<file path="src/rtl/video_pkg.sv">
`default_nettype none
// ============================================================================
// video_pkg : pixel widths, Q8 colour-space coefficients and shared helpers
// Rev 1.0
// ============================================================================
package video_pkg;

    localparam int PIX_W      = 8;
    localparam int CHROMA_OFS = 128;
    localparam int ACC_W      = 20;

    // YCbCr -> RGB (BT.601 full range, Q8)
    localparam int Q8_CR_R = 359;
    localparam int Q8_CB_G = 88;
    localparam int Q8_CR_G = 183;
    localparam int Q8_CB_B = 454;

    // RGB -> YCbCr (BT.601 full range, Q8), magnitudes; signs live in the forward converter
    localparam int Q8_Y_R    = 77;
    localparam int Q8_Y_G    = 150;
    localparam int Q8_Y_B    = 29;
    localparam int Q8_FCB_R  = 43;
    localparam int Q8_FCB_G  = 85;
    localparam int Q8_FCB_B  = 128;
    localparam int Q8_FCR_R  = 128;
    localparam int Q8_FCR_G  = 107;
    localparam int Q8_FCR_B  = 21;

    function automatic logic [PIX_W-1:0] clamp_u8(input int v);
        if (v < 0) begin
            return '0;
        end else if (v > 255) begin
            return '1;
        end else begin
            return PIX_W'(v);
        end
    endfunction

endpackage
`default_nettype wire

</file>
<file path="src/rtl/ycbcr2rgb_if.sv">
`default_nettype none
// ============================================================================
// ycbcr2rgb_if : YCbCr pixel/sync input and RGB pixel/sync output bundle
// Rev 1.0
// ============================================================================
interface ycbcr2rgb_if;
    import video_pkg::*;

    logic [PIX_W-1:0] y_i;
    logic [PIX_W-1:0] cb_i;
    logic [PIX_W-1:0] cr_i;
    logic             de_i;
    logic             hsync_i;
    logic             vsync_i;
    logic             gray_en;
    logic [PIX_W-1:0] rgb_r;
    logic [PIX_W-1:0] rgb_g;
    logic [PIX_W-1:0] rgb_b;
    logic             de_o;
    logic             hsync_o;
    logic             vsync_o;

    modport master (
        output y_i, cb_i, cr_i, de_i, hsync_i, vsync_i, gray_en,
        input  rgb_r, rgb_g, rgb_b, de_o, hsync_o, vsync_o
    );

    modport slave (
        input  y_i, cb_i, cr_i, de_i, hsync_i, vsync_i, gray_en,
        output rgb_r, rgb_g, rgb_b, de_o, hsync_o, vsync_o
    );

endinterface
`default_nettype wire

</file>
<file path="src/rtl/ycbcr2rgb_sync_delay.sv">
`default_nettype none
// ============================================================================
// sync_delay : fixed-depth resettable shift register for de/hsync/vsync
// Rev 1.0
// ============================================================================
module sync_delay #(
    parameter int DEPTH = 3,
    parameter int WIDTH = 3
) (
    input  wire              sclk,
    input  wire              s_rst_n,
    input  wire  [WIDTH-1:0] d_i,
    output logic [WIDTH-1:0] q_o
);

    logic [WIDTH-1:0] taps_q [DEPTH];

    always_ff @(posedge sclk or negedge s_rst_n) begin
        if (!s_rst_n) begin
            for (int i = 0; i < DEPTH; i++) begin
                taps_q[i] <= '0;
            end
        end else begin
            taps_q[0] <= d_i;
            for (int i = 1; i < DEPTH; i++) begin
                taps_q[i] <= taps_q[i-1];
            end
        end
    end

    assign q_o = taps_q[DEPTH-1];

endmodule
`default_nettype wire

</file>
<file path="src/rtl/ycbcr2rgb.sv">
`default_nettype none
// ============================================================================
// ycbcr2rgb : 3-stage BT.601 full-range YCbCr -> RGB888 with grey and blanking
// Rev 1.0
// ============================================================================
module ycbcr2rgb
    import video_pkg::*;
#(
    parameter int CR_R  = Q8_CR_R,
    parameter int CB_G  = Q8_CB_G,
    parameter int CR_G  = Q8_CR_G,
    parameter int CB_B  = Q8_CB_B,
    parameter int ACC_W = video_pkg::ACC_W
) (
    input  wire        sclk,
    input  wire        s_rst_n,
    ycbcr2rgb_if.slave vid
);

    localparam logic signed [ACC_W-1:0] K_CR_R = ACC_W'(CR_R);
    localparam logic signed [ACC_W-1:0] K_CB_G = ACC_W'(CB_G);
    localparam logic signed [ACC_W-1:0] K_CR_G = ACC_W'(CR_G);
    localparam logic signed [ACC_W-1:0] K_CB_B = ACC_W'(CB_B);
    localparam logic signed [ACC_W-1:0] K_RND  = ACC_W'(128);

    // stage 1
    logic signed [8:0]       dcb_d, dcr_d, dcb_q, dcr_q;
    logic signed [ACC_W-1:0] yq1_d, yq1_q;
    logic [PIX_W-1:0]        y1_q;
    logic                    gray1_q, de1_q;
    // stage 2
    logic signed [ACC_W-1:0] dcb_x, dcr_x;
    logic signed [ACC_W-1:0] pr_d, pgb_d, pgr_d, pb_d;
    logic signed [ACC_W-1:0] pr_q, pgb_q, pgr_q, pb_q, yq2_q;
    logic [PIX_W-1:0]        y2_q;
    logic                    gray2_q, de2_q;
    // stage 3
    logic signed [ACC_W-1:0] s_r, s_g, s_b;
    logic [PIX_W-1:0]        r_d, g_d, b_d, r_q, g_q, b_q;
    logic [2:0]              sync_q;

    always_comb begin
        dcb_d = $signed({1'b0, vid.cb_i} - 9'(CHROMA_OFS));
        dcr_d = $signed({1'b0, vid.cr_i} - 9'(CHROMA_OFS));
        yq1_d = $signed(ACC_W'({vid.y_i, 8'h00}));
    end

    always_comb begin
        dcb_x = ACC_W'(dcb_q);
        dcr_x = ACC_W'(dcr_q);
        pr_d  = K_CR_R * dcr_x;
        pgb_d = K_CB_G * dcb_x;
        pgr_d = K_CR_G * dcr_x;
        pb_d  = K_CB_B * dcb_x;
    end

    // Blanking wins over grey so inactive video is always black.
    always_comb begin
        s_r = yq2_q + pr_q + K_RND;
        s_g = yq2_q - pgb_q - pgr_q + K_RND;
        s_b = yq2_q + pb_q + K_RND;
        r_d = '0;
        g_d = '0;
        b_d = '0;
        if (de2_q) begin
            if (gray2_q) begin
                r_d = y2_q;
                g_d = y2_q;
                b_d = y2_q;
            end else begin
                r_d = clamp_u8(int'(s_r >>> 8));
                g_d = clamp_u8(int'(s_g >>> 8));
                b_d = clamp_u8(int'(s_b >>> 8));
            end
        end
    end

    always_ff @(posedge sclk or negedge s_rst_n) begin
        if (!s_rst_n) begin
            dcb_q   <= '0;
            dcr_q   <= '0;
            yq1_q   <= '0;
            y1_q    <= '0;
            gray1_q <= 1'b0;
            de1_q   <= 1'b0;
            pr_q    <= '0;
            pgb_q   <= '0;
            pgr_q   <= '0;
            pb_q    <= '0;
            yq2_q   <= '0;
            y2_q    <= '0;
            gray2_q <= 1'b0;
            de2_q   <= 1'b0;
            r_q     <= '0;
            g_q     <= '0;
            b_q     <= '0;
        end else begin
            dcb_q   <= dcb_d;
            dcr_q   <= dcr_d;
            yq1_q   <= yq1_d;
            y1_q    <= vid.y_i;
            gray1_q <= vid.gray_en;
            de1_q   <= vid.de_i;
            pr_q    <= pr_d;
            pgb_q   <= pgb_d;
            pgr_q   <= pgr_d;
            pb_q    <= pb_d;
            yq2_q   <= yq1_q;
            y2_q    <= y1_q;
            gray2_q <= gray1_q;
            de2_q   <= de1_q;
            r_q     <= r_d;
            g_q     <= g_d;
            b_q     <= b_d;
        end
    end

    sync_delay #(
        .DEPTH (3),
        .WIDTH (3)
    ) u_sync_delay (
        .sclk    (sclk),
        .s_rst_n (s_rst_n),
        .d_i     ({vid.de_i, vid.hsync_i, vid.vsync_i}),
        .q_o     (sync_q)
    );

    assign vid.rgb_r   = r_q;
    assign vid.rgb_g   = g_q;
    assign vid.rgb_b   = b_q;
    assign vid.de_o    = sync_q[2];
    assign vid.hsync_o = sync_q[1];
    assign vid.vsync_o = sync_q[0];

endmodule
`default_nettype wire

</file>
<file path="src/flat_wrapper.sv">
// flat-port wrapper written by rule: the top's interface ports become plain ports
module ycbcr2rgb_flat import video_pkg::*;
#(
    parameter int CR_R  = Q8_CR_R,
    parameter int CB_G  = Q8_CB_G,
    parameter int CR_G  = Q8_CR_G,
    parameter int CB_B  = Q8_CB_B,
    parameter int ACC_W = video_pkg::ACC_W
)
  (sclk, s_rst_n, vid_y_i, vid_cb_i, vid_cr_i, vid_de_i, vid_hsync_i, vid_vsync_i, vid_gray_en, vid_rgb_r, vid_rgb_g, vid_rgb_b, vid_de_o, vid_hsync_o, vid_vsync_o);
  ycbcr2rgb_if vid_i ();
  input  wire sclk;
  input  wire s_rst_n;
  input wire logic [$bits(vid_i.y_i)-1:0] vid_y_i;
  input wire logic [$bits(vid_i.cb_i)-1:0] vid_cb_i;
  input wire logic [$bits(vid_i.cr_i)-1:0] vid_cr_i;
  input wire logic [$bits(vid_i.de_i)-1:0] vid_de_i;
  input wire logic [$bits(vid_i.hsync_i)-1:0] vid_hsync_i;
  input wire logic [$bits(vid_i.vsync_i)-1:0] vid_vsync_i;
  input wire logic [$bits(vid_i.gray_en)-1:0] vid_gray_en;
  output wire logic [$bits(vid_i.rgb_r)-1:0] vid_rgb_r;
  output wire logic [$bits(vid_i.rgb_g)-1:0] vid_rgb_g;
  output wire logic [$bits(vid_i.rgb_b)-1:0] vid_rgb_b;
  output wire logic [$bits(vid_i.de_o)-1:0] vid_de_o;
  output wire logic [$bits(vid_i.hsync_o)-1:0] vid_hsync_o;
  output wire logic [$bits(vid_i.vsync_o)-1:0] vid_vsync_o;
  assign vid_i.y_i = vid_y_i;
  assign vid_i.cb_i = vid_cb_i;
  assign vid_i.cr_i = vid_cr_i;
  assign vid_i.de_i = vid_de_i;
  assign vid_i.hsync_i = vid_hsync_i;
  assign vid_i.vsync_i = vid_vsync_i;
  assign vid_i.gray_en = vid_gray_en;
  assign vid_rgb_r = vid_i.rgb_r;
  assign vid_rgb_g = vid_i.rgb_g;
  assign vid_rgb_b = vid_i.rgb_b;
  assign vid_de_o = vid_i.de_o;
  assign vid_hsync_o = vid_i.hsync_o;
  assign vid_vsync_o = vid_i.vsync_o;
  ycbcr2rgb #(.CR_R(CR_R), .CB_G(CB_G), .CR_G(CR_G), .CB_B(CB_B), .ACC_W(ACC_W)) u_core (.sclk(sclk), .s_rst_n(s_rst_n), .vid(vid_i));
endmodule
</file>
<file path="config.mk">
export PLATFORM = sky130hd
export DESIGN_NAME = ycbcr2rgb_flat
export DESIGN_NICKNAME = d
export VERILOG_FILES = /design/src/rtl/video_pkg.sv /design/src/rtl/ycbcr2rgb_if.sv /design/src/rtl/ycbcr2rgb_sync_delay.sv /design/src/rtl/ycbcr2rgb.sv /design/src/flat_wrapper.sv
export SDC_FILE = /design/constraint.sdc
export NUM_CORES = 1
export LEC_CHECK = 0
export BUFFER_PORTS_ARGS = -buffer_cell sky130_fd_sc_hd__buf_2
export CAP_MARGIN = 20
export CORE_ASPECT_RATIO = 0.8
export CORE_MARGIN = 4
export CORE_UTILIZATION = 60
export DETAILED_ROUTE_END_ITERATION = 10
export MAX_ROUTING_LAYER = met4
export PLACE_DENSITY = 0.79
export SETUP_SLACK_MARGIN = 0.05
export SLEW_MARGIN = 20
export SYNTH_ARGS = -nofsm -noshare
export SYNTH_HDL_FRONTEND = slang
export SYNTH_SLANG_ARGS = --single-unit
</file>
<file path="constraint.sdc">
create_clock -name sclk -period 5.27 [get_ports sclk]
set_input_delay 1.054 -clock sclk [delete_from_list [all_inputs] [get_ports sclk]]
set_output_delay 1.054 -clock sclk [all_outputs]
set_load 0.02 [all_outputs]
</file>
==> results.toml <==
[global_routing]
grt_usage = 0.243
grt_max_degree = 53
grt_pass1_vias = 7251
antenna_found_initial = 0
overflow = 0
grt_pass1_wl_microns = 36500

[clocking]
htreeDepth = 4
cts_sinks = 123
ctsHoldBuffers = 0
cts-root-buf = "clkbuf_16"
clk_latency_ns = 0.43
path_clk_slew_ns = 0.06
cts_inserted_buffers = 17
cts_tree = "done"
clock_path_buffers = 2

[setup_path]
crit_type = "flop to flop"
timing.critical_path.buf_inv = 4
cp_max_fo = 6
end_kind = "flop"
start_kind = "flop"
worstPathArrival_ns = 5.15
path_cells = "ha_1 -> inv_1 -> fa_1 -> inv_1 -> ha_1 -> inv_1 -> fa_1 -> inv_1 -> ha_1 -> ha_1 -> fa_1 -> a21o_1 -> a21oi_1 -> o21ai_0 -> a21oi_1 -> o21ai_0 -> a21oi_1 -> xor2_1"
slowest_delay_ns = 0.53
required_ns = 5.62
cp_slowest_cell = "fa_1"
crit_family = "adder cells"

[drt]
drtIter0Drc = 362
routed-via-count = 7183
antenna_left = 0
post_drt_wl_per_cell_microns = 16.4
drt_wl_total_microns = 21400
drtPass1Iterations = 5
drc_errors = 0
vias_per_cell = 5.50

[cells_and_area]
drive_gt1_frac = 0.110
final_area_sq_um = 11500
nets = 1368
n_fill_cell = 1270
ff_latch_area_sq_um = 3080
multiInputGateArea_sq_um = 6550
fin_util = 0.690
antennaDiodeCount = 0
area_growth_pct = 11.4

[floorplanning]
ios = 57
start_util = 0.619
dieArea_sq_um = 19400
die_h_microns = 125
die_width_microns = 155
rows = 42
design.core.area_sq_um = 16700

[synth]
synthXorXnorAreaFrac = 0.0508
yosys.area_share.simple = 0.0751
ys_seq_area_frac = 0.297
synth_compound_area_frac = 0.135
synth_nets = 1293
postSynthAreaPerCell_sq_um = 10.4
synth_ff_type = "dfrtp_1"
yosys_warnings = 0
synthCells = 998
ys_ff_latch = 123
syn_area_sq_um = 10300
synth_top_family_by_area = "adder cells"
synth_edf_count = 0
async_reset_ff_frac = 1.00
yosysUniqueCellTypes = 71
synthAdderAreaFrac = 0.370
synth.area.mux_share = 0.00145

[timing]
skew_ns = 0.00696
relSlewSlack = 0.469
setup-tns-final_ns = 0
finalCritPeriodShare = 0.910
setup_violations = 0
rsz0062_at_grt = "false"
period_needed_ns = 4.79
setup_ws_ns = 0.477
hold_violations = 0
slew_violations = 0
timing.fmax_ghz = 0.209
worstMarginPinSlew_ns = 0.791
whs_ns = 0.347

[placed_design]
place_area_sq_um = 10900
place_ws_ns = 0.446
portBuffers = 56
place_hpwl_microns = 17000
place.gp.congestion = 0.984

[run]
drv_cap = 0

[min_path]
hp-class = "flop to flop"

[pwr]
clockPowerShare = 0.189
pwr-share-seq = 0.208
vdd_ir_drop_max_mv = 0.306
swShare = 0.443
p_int_w = 0.00346
pwr_density_cell_nw_per_um2 = 539
p_leak_nw = 6.10
p_switching_w = 0.00275
p_comb_frac = 0.603

[run_status]
status = "finished, final reports clean"
cells by family (layout without fill, tap and decap cells):
group	after synthesis	in the layout
fa+ha+maj	265	265
compound gates	202	202
buf+inv	192	280
simple gates	155	155
flops	123	123
xor+xnor	60	60
mux	1	1
worst register-to-register path, stage by stage (launching register included):
cell	delay [ns]
dfrtp_1	0.48
ha_1	0.40
inv_1	0.08
fa_1	0.53
inv_1	0.04
ha_1	0.26
inv_1	0.05
fa_1	0.53
inv_1	0.04
ha_1	0.28
ha_1	0.23
fa_1	0.43
a21o_1	0.21
a21oi_1	0.25
o21ai_0	0.16
a21oi_1	0.18
o21ai_0	0.20
a21oi_1	0.22
xor2_1	0.15
cells in the mapped netlist, types with 2 or more instances:
cell type | number | share of area
a311oi_1 | 3 | 0.0025
nand4_1 | 2 | 0.0012
xor2_1 | 20 | 0.017
fa_1 | 68 | 0.13
a211o_1 | 5 | 0.0042
nor2_1 | 38 | 0.014
ha_1 | 197 | 0.24
or2_2 | 8 | 0.0048
and3_1 | 3 | 0.0018
o21bai_1 | 9 | 0.0065
clkbuf_1 | 4 | 0.0015
dfrtp_1 | 123 | 0.30
nor2b_1 | 5 | 0.0030
o31ai_1 | 2 | 0.0015
nand2b_1 | 7 | 0.0042
and4_1 | 3 | 0.0025
o211a_1 | 3 | 0.0029
a21o_1 | 18 | 0.013
o2bb2ai_1 | 2 | 0.0017
o41ai_1 | 2 | 0.0017
nor3_1 | 17 | 0.0082
and4b_1 | 2 | 0.0019
nand3_1 | 14 | 0.0068
and2_1 | 4 | 0.0024
nand2_1 | 38 | 0.014
a211oi_1 | 14 | 0.010
o21ai_0 | 37 | 0.018
o41ai_4 | 2 | 0.0053
o2111ai_1 | 2 | 0.0017
xnor2_1 | 40 | 0.034
o21ba_2 | 2 | 0.0019
o21a_1 | 13 | 0.0094
o22ai_1 | 3 | 0.0018
o211ai_1 | 4 | 0.0029
or3_1 | 4 | 0.0024
a21oi_1 | 56 | 0.027
a31oi_1 | 4 | 0.0024
inv_1 | 187 | 0.068
layout make-up:
| class | instances | area share |
|---|---|---|
| repair buffers | 61 | 0.0278 |
| inverters | 187 | 0.0609 |
| flip-flops and latches | 123 | 0.267 |
| multi-input cells | 683 | 0.568 |
| clock buffers | 17 | 0.0369 |
| clock inverters | 15 | 0.0150 |
| well taps | 220 | 0.0239 |
power groups by stage:
stage | Sequential (W) | Clock (W) | Combinational (W)
finish | 0.00129 | 0.00118 | 0.00375
global route | 0.00132 | 0.00125 | 0.00420
CTS | 0.00129 | 0.00119 | 0.00371
detailed placement | 0.00131 | 0 | 0.00364
global placement | 0.00130 | 0 | 0.00357
floorplan | 0.00134 | 0 | 0.00281
repair_timing:
item,4_1_cts,5_1_grt
setup endpoints to repair,0,1
resized for setup,0,1
buffers inserted,0,0
per-stage QoR:
step                      power (W)  instances
after global placement      0.00487       1274
after floorplan             0.00414        998
after CTS                   0.00620       1306
final                       0.00621       1306
after global routing        0.00677       1306
after detailed placement    0.00495       1274
state kept, by name, indices dropped and copies added, names as in the netlist:
| register | cells |
|---|---|
| u_core.dcb_q | 8 |
| u_core.dcr_q | 8 |
| u_core.de1_q | 1 |
| u_core.de2_q | 1 |
| u_core.gray1_q | 1 |
| u_core.gray2_q | 1 |
| u_core.pb_q | 12 |
| u_core.pgb_q | 14 |
| u_core.pgr_q | 14 |
| u_core.pr_q | 16 |
| u_core.u_sync_delay.q_o | 3 |
| u_core.u_sync_delay.taps_q | 4 |
| u_core.vid.rgb_b | 8 |
| u_core.vid.rgb_g | 8 |
| u_core.vid.rgb_r | 8 |
| u_core.y1_q | 8 |
| u_core.yq2_q | 8 |
metal layers:
| metal | global-route usage | wire [microns] | part of all wire |
|---|---|---|---|
| met2 | 0.345 | 9270 | 0.43 |
| met5 | - | 0 | 0 |
| met1 | 0.357 | 10400 | 0.49 |
| met3 | 0.0518 | 1390 | 0.065 |
| met4 | 0.0602 | 300 | 0.014 |
cells in the final DEF, fill, tap and decap left out, drive strengths merged, types with 6 or more instances in the layout:
| master | Yosys | final |
|---|---|---|
| ha | 197 | 197 |
| inv | 187 | 197 |
| dfrtp | 123 | 123 |
| fa | 68 | 68 |
| buf | 1 | 61 |
| a21oi | 56 | 56 |
| xnor2 | 40 | 40 |
| o21ai | 39 | 39 |
| nand2 | 38 | 38 |
| nor2 | 38 | 38 |
| xor2 | 20 | 20 |
| a21o | 18 | 18 |
| nor3 | 17 | 17 |
| clkbuf | 4 | 17 |
| a211oi | 16 | 16 |
| nand3 | 14 | 14 |
| o21a | 13 | 13 |
| o21bai | 9 | 9 |
| or2 | 8 | 8 |
| nand2b | 7 | 7 |
| and2 | 6 | 6 |
final timing paths:
path / endpoint / cells after the start / slack [ns] / from
setup / recovery: u_core.pgr_q[15] / 18 / 0.48 / u_core.dcr_q[1]
hold / removal: u_core.yq2_q[8] / 0 / 0.35 / u_core.y1_q[0]
max in group asynchronous: u_core.vid.rgb_g[5] / 2 / 3.76 / s_rst_n
hold reg to reg: u_core.yq2_q[8] / 0 / 0.35 / u_core.y1_q[0]
min in group asynchronous: u_core.dcb_q[7] / 1 / 0.54 / s_rst_n
setup reg to reg: u_core.pgr_q[15] / 18 / 0.48 / u_core.dcr_q[1]
Power figures use the tool's default switching activity.
